[src/rtl/index_addr_gen.sv]
// 6502 indexed/indirect effective-address generator.
// Fetches zero-page pointers, adds the index and issues the dummy fix-up read.
module index_addr_gen (
    input  logic        CLK,
    input  logic        RESET,
    input  logic        START,
    input  logic [1:0]  MODE,
    input  logic        WRITE_OP,
    input  logic [7:0]  BASE_LO,
    input  logic [7:0]  BASE_HI,
    input  logic [7:0]  INDEX,
    input  logic [7:0]  MEM_DATA,
    output logic [15:0] MEM_ADDR,
    output logic        MEM_RD,
    output logic [15:0] EA,
    output logic        PAGE_CROSS,
    output logic        BUSY,
    output logic        DONE
);

    localparam int unsigned BW = 8;
    localparam int unsigned AW = 16;

    localparam logic [1:0] MODE_ZP_IDX  = 2'd0;
    localparam logic [1:0] MODE_ABS_IDX = 2'd1;
    localparam logic [1:0] MODE_IND_X   = 2'd2;

    typedef enum logic [2:0] {
        IDLE     = 3'd0,
        PTR_LO   = 3'd1,
        PTR_HI   = 3'd2,
        PTR_WAIT = 3'd3,
        FIXUP    = 3'd4,
        DONE_S   = 3'd5
    } state_t;

    state_t          state_q;
    logic [1:0]      mode_q;
    logic            wr_q;
    logic [BW-1:0]   index_q;
    logic [BW-1:0]   ptr_q;
    logic [BW-1:0]   lo_q;
    logic [AW-1:0]   mem_addr_q;
    logic            mem_rd_q;
    logic [AW-1:0]   ea_q;
    logic            page_cross_q;
    logic            busy_q;
    logic            done_q;

    logic [BW:0]     base_sum_d;
    logic [BW:0]     ind_sum_d;

    // 9-bit sums: operand base + index at START, fetched pointer low + index later
    always_comb begin
        base_sum_d = {1'b0, BASE_LO} + {1'b0, INDEX};
        ind_sum_d  = {1'b0, lo_q} + {1'b0, index_q};
    end

    always_ff @(posedge CLK or posedge RESET) begin
        if (RESET) begin
            state_q      <= IDLE;
            mode_q       <= 2'd0;
            wr_q         <= 1'b0;
            index_q      <= '0;
            ptr_q        <= '0;
            lo_q         <= '0;
            mem_addr_q   <= '0;
            mem_rd_q     <= 1'b0;
            ea_q         <= '0;
            page_cross_q <= 1'b0;
            busy_q       <= 1'b0;
            done_q       <= 1'b0;
        end else begin
            mem_rd_q   <= 1'b0;
            mem_addr_q <= '0;
            busy_q     <= 1'b0;
            done_q     <= 1'b0;
            case (state_q)
                IDLE: begin
                    if (START) begin
                        mode_q  <= MODE;
                        wr_q    <= WRITE_OP;
                        index_q <= INDEX;
                        case (MODE)
                            MODE_ZP_IDX: begin
                                ea_q         <= {8'h00, base_sum_d[BW-1:0]};
                                page_cross_q <= 1'b0;
                                done_q       <= 1'b1;
                                state_q      <= DONE_S;
                            end
                            MODE_ABS_IDX: begin
                                ea_q         <= {BASE_HI + {7'd0, base_sum_d[BW]}, base_sum_d[BW-1:0]};
                                page_cross_q <= base_sum_d[BW];
                                if (base_sum_d[BW] || WRITE_OP) begin
                                    mem_rd_q   <= 1'b1;
                                    mem_addr_q <= {BASE_HI, base_sum_d[BW-1:0]};
                                    busy_q     <= 1'b1;
                                    state_q    <= FIXUP;
                                end else begin
                                    done_q  <= 1'b1;
                                    state_q <= DONE_S;
                                end
                            end
                            default: begin
                                // (zp,X) indexes the pointer; (zp),Y uses the operand directly
                                if (MODE == MODE_IND_X) begin
                                    ptr_q      <= base_sum_d[BW-1:0];
                                    mem_addr_q <= {8'h00, base_sum_d[BW-1:0]};
                                end else begin
                                    ptr_q      <= BASE_LO;
                                    mem_addr_q <= {8'h00, BASE_LO};
                                end
                                mem_rd_q <= 1'b1;
                                busy_q   <= 1'b1;
                                state_q  <= PTR_LO;
                            end
                        endcase
                    end
                end
                PTR_LO: begin
                    mem_rd_q   <= 1'b1;
                    mem_addr_q <= {8'h00, ptr_q + 8'd1};
                    busy_q     <= 1'b1;
                    state_q    <= PTR_HI;
                end
                PTR_HI: begin
                    lo_q    <= MEM_DATA;
                    busy_q  <= 1'b1;
                    state_q <= PTR_WAIT;
                end
                PTR_WAIT: begin
                    if (mode_q == MODE_IND_X) begin
                        ea_q         <= {MEM_DATA, lo_q};
                        page_cross_q <= 1'b0;
                        done_q       <= 1'b1;
                        state_q      <= DONE_S;
                    end else begin
                        ea_q         <= {MEM_DATA + {7'd0, ind_sum_d[BW]}, ind_sum_d[BW-1:0]};
                        page_cross_q <= ind_sum_d[BW];
                        if (ind_sum_d[BW] || wr_q) begin
                            mem_rd_q   <= 1'b1;
                            mem_addr_q <= {MEM_DATA, ind_sum_d[BW-1:0]};
                            busy_q     <= 1'b1;
                            state_q    <= FIXUP;
                        end else begin
                            done_q  <= 1'b1;
                            state_q <= DONE_S;
                        end
                    end
                end
                FIXUP: begin
                    done_q  <= 1'b1;
                    state_q <= DONE_S;
                end
                DONE_S: begin
                    state_q <= IDLE;
                end
                default: begin
                    state_q <= IDLE;
                end
            endcase
        end
    end

    assign MEM_ADDR   = mem_addr_q;
    assign MEM_RD     = mem_rd_q;
    assign EA         = ea_q;
    assign PAGE_CROSS = page_cross_q;
    assign BUSY       = busy_q;
    assign DONE       = done_q;

endmodule

[config.mk]
export PLATFORM = sky130hd
export DESIGN_NAME = index_addr_gen
export DESIGN_NICKNAME = d
export VERILOG_FILES = /design/src/rtl/index_addr_gen.sv
export SDC_FILE = /design/constraint.sdc
export NUM_CORES = 1
export LEC_CHECK = 0
export ABC_CLOCK_PERIOD_IN_PS = 6200
export CAP_MARGIN = 20
export CORE_ASPECT_RATIO = 1.4
export CORE_MARGIN = 5
export CORE_UTILIZATION = 40
export DETAILED_ROUTE_END_ITERATION = 8
export MAX_ROUTING_LAYER = met4
export PLACE_DENSITY = 0.71
export SKIP_CTS_REPAIR_TIMING = 1
export SYNTH_ARGS = -nofsm -noshare
export SYNTH_HDL_FRONTEND = slang
export SYNTH_SLANG_ARGS = --single-unit
[constraint.sdc]
create_clock -name CLK -period 6.2 [get_ports CLK]
set_input_delay 0.93 -clock CLK [delete_from_list [all_inputs] [get_ports CLK]]
set_output_delay 0.93 -clock CLK [all_outputs]
set_load 0.005 [all_outputs]
# Yosys cells after proc, flatten, opt, wreduce, memory -nomap -nowiden
# Cells that the tools add are included.
# op_classes
bitwise,1
n_eq_ne,9
addsub,5
n_reduce_logical,10
muxes,35
# op_table
operator,count
$mux W16,6
$pmux W16 S2,3
$pmux W16 S3,1
$add A8 B8 Y9,2
$add A8 B1 Y8,2
$mux W8,2
$pmux W3 S5,1
$mux W1,13
$pmux W1 S3,3
$add A8 B1 Y8 const B,1
$pmux W1 S2,4
$eq A3 B2 Y1 const B,2
$pmux W3 S2,1
$reduce_and A3 Y1,2
$eq A2 B2 Y1 const B,2
$reduce_or A2 Y1,2
$eq A3 B1 Y1 const B,1
$eq A3 B3 Y1 const B,1
$logic_not A3 Y1,1
$mux W3,1
$ne A3 B1 Y1 const B,1
$eq A2 B1 Y1 const B,1
$logic_not A2 Y1,1
$logic_or A1 B1 Y1,2
other kinds (4),4
# word_totals
output_inout_bits,36
word_cells,72
regBits,66
input_bits,38

# Depth between registers and ports, before layout
# depth
ltp_word,6
depth_mapped,13

# Worst setup path before layout
# OpenSTA, ideal clock, no wires.
# synth_timing
kind,input -> register
start,in BASE_LO[0]
end,reg ea_q[14] (netlist: EA[14])
stages,13
required_ps,6074
slack_ps,2639
setup_ps,126
arrival_ps,3436
path_cell_list,ha_1 fa_1 a211oi_1 nor2_1 o31ai_1 a21oi_1 ha_1 ha_1 nand3_1 nor2_1 xor2_1 a221oi_1 nor2_1
# synth_via
elab_chain_cells,5
# synth_lines
item,line,rtl
start: declaration,9,"input logic [7:0] BASE_LO,"
$add A8 B8 Y9,55,"base_sum_d = {1'b0, BASE_LO} + {1'b0, INDEX};"
$add A8 B1 Y8,92,"ea_q <= {BASE_HI + {7'd0, base_sum_d[BW]}, base_sum_d[BW-1:0]};"
$pmux W16 S2,84,case (MODE)
$mux W16,80,if (START) begin
$pmux W16 S2,78,case (state_q)
end signal: assignment,86,"ea_q <= {8'h00, base_sum_d[BW-1:0]};"
end signal: assignment,92,
end signal: assignment,133,"ea_q <= {MEM_DATA, lo_q};"
end: declaration,45,logic [AW-1:0] ea_q;
# No other way between the ends. The select of a mux whose other input is x is not followed.
# A chain may end at the register's enable or synchronous reset.

# Final worst setup path
# Ends and elaborated chain as after synthesis.

==> results.md <==
- Sequential Power Share: 30.2%
- Run status: completed
- Final number of hold-violating endpoints: 0
- Count of synthesis-stage warnings from yosys: 0
- RD Place Congestion: 0.936
- Synthesized cell area: ~4000 um^2
- HP Class: register to register
- Total detailed-routing wirelength: between 10 and 15 mm
- Maximum number of pins on one net before global-route repair: between 60 and 70
- Average instance area after synthesis: between 9 and 10 um^2
- Average wire per cell in the routed design: 19.6 um
- Detailed router's first-iteration violation count: 219
- Number of flops mapped to enable cells by yosys: 0
- Skew-Pair Late Insertion Delay: 0.33 ns
- Unrepaired setup endpoints after global routing: false
- Number of setup violations in the final report: 0
- CP Data Required Time: between 6 and 7 ns
- Switching power as a share of total power: approximately two fifths
- Total power divided by cell area: 492 nW/um^2
- Length of the first detailed-routing pass in iterations: 6
- CTS buffer count: 9
- Power share of the clock group: 18.4%
- H-tree depth: 3
- Kind of cell adding the most delay to the critical path: compound AO/OA/AOI/OAI gates
- Vias after detailed routing: around 3.6k
- Largest fanout on the critical path: 4
- Storage element area: 1650 um^2
- Crit path time final: 4.03 ns
- Critical path data arrival time: 4.25 ns
- Portion of the clock cycle consumed by the worst path in the final layout: 65.0%
- Clock slew seen by the registers of the worst setup and hold paths: 0.06 ns
- Share of layout cells above drive strength 1: 9.68%
- Sequential cell area fraction in the yosys report: 40.2%
- Largest stage delay on the critical path: ~0.44 ns
- Initial standard-cell utilization of the core: about two fifths
- Upper clock frequency limit: approximately 250 MHz
- Most used flip-flop cell after synthesis: sky130_fd_sc_hd__dfrtp_1
- Critical path startpoint category: primary input
- Max Cap Violations: 0
- Area of combinational cells with multiple inputs: 2330 um^2
- Remaining global-route overflow: 0
- Crit-path cells: clkdlybuf4s50_1 > ha_1 > fa_1 > a211oi_1 > nor2_1 > o31ai_1 > a21oi_1 > ha_1 > ha_1 > nand3_1 > nor2_1 > xor2_1 > a221oi_1 > nor2_1
- # clock sinks: 66
- Proportion of register bits with asynchronous set or reset after synthesis: between 90% and 100%
- Worst setup path class: primary input to register
- DRC violation count after routing: 0
- Leak: 0.00223 uW
- Initial antenna violation count: 0
- First-pass GRT wire length: 19.3 mm
- Critical Path End Type: register
- Vias in the first global route: 3,534
- Cell row count: 43
- Cell variety after synth: 64
- Number of storage elements in the synthesis netlist: 66
- Final worst clock skew: 0.00626 ns
- Critical path buffer and inverter count: 1
- I/O pin count: 74
- # port buffers: 73
- Number of buffers between clock root and the deepest sink: 2
- Peak supply drop: 0.204 mV
- Synthesized net count: about 480
- TritonCTS clock tree: yes
- Slowest-stage cell, CP: sky130_fd_sc_hd__clkdlybuf4s50_1
- Area of the core: 10,000 um^2
- Synth-to-layout area growth: 26.6%
- Via density per instance: 5.69
- Die H: ~130 um
- Max-slew headroom: 34.3%
- Least-Margin Pin Slew: a little under 1 ns
- Internal portion of total power: between 1500 and 2000 uW
- Final-stage net count: roughly 550
- Share of power burned in combinational logic: approximately 51%
- Diode count: 0
- Overall fraction of global-route tracks in use: approximately a fifth
- Final Core Density: 52.0%
- Internal reg-to-reg setup slack: 3.18 ns
- Pins over their slew limit: 0
- Half-perimeter wire length after detailed placement: 9.73 mm
- Psw: 1060 uW
- Die outline area: 12,400 um^2
- Overall die width: between 90 and 100 um
- Remaining antenna violation count after routing: 0
- Post-route setup TNS: 0 ns
- Cell at the root of the clock tree: sky130_fd_sc_hd__clkbuf_16
- Synthesized netlist cell count: 423
- # fillers: 929
-- power groups by stage --
stage | logic, uW | registers [uW] | clock network [uW]
floorplan | 865 | 730 | 0
global placement | 1300 | 774 | 0
detailed placement | 1320 | 780 | 0
CTS | 1330 | 774 | 474
global route | 1440 | 798 | 499
finish | 1320 | 774 | 471
-- layout make-up --
cell class | instances | share of cell area (%)
inverters | 10 | 0.721
clock inverters | 5 | 0.577
repair buffers | 75 | 14.3
flip-flops and latches | 66 | 31.7
multi-input cells | 329 | 44.8
clock buffers | 11 | 4.66
well taps | 135 | 3.24
-- metal layers --
layer | vias to the layer above | part of all wire (%) | wire length [um] | track usage, %
li1 | 1693 | - | - | -
met2 | 107 | 52 | 6380 | 36.6
met5 | - | 0 | 0 | -
met1 | 1762 | 42 | 5170 | 24.5
met4 | 0 | 2.6 | 318 | 7.96
met3 | 28 | 3.8 | 474 | 3.86
-- through the flow --
step	total power, uW	hold slack, ns	area (um^2)	setup WS [ns]	instances
after floorplan	1600	0.465	4110	2.64	423
after global placement	2070	0.466	4930	1.95	615
after detailed placement	2100	0.480	4930	1.83	615
after CTS	2570	0.494	5210	2.19	631
after global routing	2730	0.520	5210	1.87	631
final	2560	0.484	5210	2.17	631
-- state kept, by name (all words and copies together), names as in the netlist, 2 cells and up --
| name | flops |
|---|---|
| MEM_ADDR | 16 |
| lo_q | 8 |
| state_q | 3 |
| EA | 16 |
| mode_q | 2 |
| ptr_q | 8 |
| index_q | 8 |
-- worst reg2reg max path, stage by stage, from the launching register on --
cell and delay, ns:
sky130_fd_sc_hd__dfrtp_1 0.41, sky130_fd_sc_hd__ha_1 0.23, sky130_fd_sc_hd__fa_1 0.44, sky130_fd_sc_hd__a211oi_1 0.23, sky130_fd_sc_hd__o21ai_0 0.25, sky130_fd_sc_hd__o31a_1 0.36, sky130_fd_sc_hd__ha_1 0.21, sky130_fd_sc_hd__nand3_1 0.14
sky130_fd_sc_hd__nor4bb_1 0.09, sky130_fd_sc_hd__xor2_1 0.19, sky130_fd_sc_hd__a221oi_1 0.28, sky130_fd_sc_hd__nor2_1 0.08
-- synth_stat cells, drive strengths merged, types with 4 or more instances --
cell | instances | area share (%)
a211oi | 9 | 1.9
a21o | 7 | 1.3
a21oi | 20 | 2.4
a221oi | 7 | 1.5
a22o | 8 | 1.7
buf | 7 | 1.2
clkbuf | 11 | 1.0
dfrtp | 66 | 40
ha | 21 | 6.4
inv | 10 | 0.91
mux2 | 19 | 5.2
mux2i | 5 | 1.2
nand2 | 54 | 4.9
nand2b | 6 | 0.91
nand3 | 9 | 1.1
nand4 | 4 | 0.61
nor2 | 32 | 3.0
nor2b | 4 | 0.61
nor3b | 5 | 1.0
o211ai | 4 | 0.73
o21a | 4 | 0.73
o21ai | 24 | 2.9
o221ai | 5 | 1.1
xnor2 | 12 | 2.6
xor2 | 12 | 2.6
-- cell families after synthesis --
kind of cell / synth area share [%]
adder cells (fa/ha/maj): 7.36
AO/OA/AOI/OAI: 20.7
AND/OR/NAND/NOR: 17.0
XOR/XNOR: 5.11
flip-flops: 40.2
buffers and inverters: 3.16
multiplexers: 6.42
-- cell usage in the layout (no fill, tap or decap), types with 3 or more instances in the layout --
cell type                         count
sky130_fd_sc_hd__a211o_1              3
sky130_fd_sc_hd__o31ai_1              3
sky130_fd_sc_hd__o21a_1               4
sky130_fd_sc_hd__nand2_1             54
sky130_fd_sc_hd__a22o_1               8
sky130_fd_sc_hd__nor2_1              31
sky130_fd_sc_hd__clkinv_2             3
sky130_fd_sc_hd__a221oi_1             7
sky130_fd_sc_hd__nand2b_1             6
sky130_fd_sc_hd__clkdlybuf4s50_1     73
sky130_fd_sc_hd__a22oi_1              3
sky130_fd_sc_hd__o22ai_1              3
sky130_fd_sc_hd__dfrtp_1             66
sky130_fd_sc_hd__nor3b_1              4
sky130_fd_sc_hd__xor2_1              12
sky130_fd_sc_hd__nor3_1               3
sky130_fd_sc_hd__clkbuf_16            9
sky130_fd_sc_hd__a21oi_1             20
sky130_fd_sc_hd__mux2i_1              5
sky130_fd_sc_hd__inv_1                8
sky130_fd_sc_hd__nand4_1              4
sky130_fd_sc_hd__a221o_1              3
sky130_fd_sc_hd__nor2b_1              4
sky130_fd_sc_hd__mux2_2              19
sky130_fd_sc_hd__a211oi_1             7
sky130_fd_sc_hd__a21o_1               7
sky130_fd_sc_hd__o211ai_1             4
sky130_fd_sc_hd__ha_1                21
sky130_fd_sc_hd__and3_1               3
sky130_fd_sc_hd__o221ai_1             5
sky130_fd_sc_hd__xnor2_1             12
sky130_fd_sc_hd__o21ai_0             24
sky130_fd_sc_hd__nand3_1              9
sky130_fd_sc_hd__a31oi_1              3
-- path summary, 6_finish.rpt --
kind                                  from     endpoint  cells after the start
worst max-delay path            BASE_LO[0]       EA[14]                     14
worst min-delay path                 EA[8]        EA[8]                      2
worst max register to register     lo_q[0]       EA[15]                     11
worst min register to register       EA[8]        EA[8]                      2
max in group asynchronous            RESET   index_q[5]                      3
min in group asynchronous            RESET  MEM_ADDR[7]                      3
(Power assumes the default switching activity.)
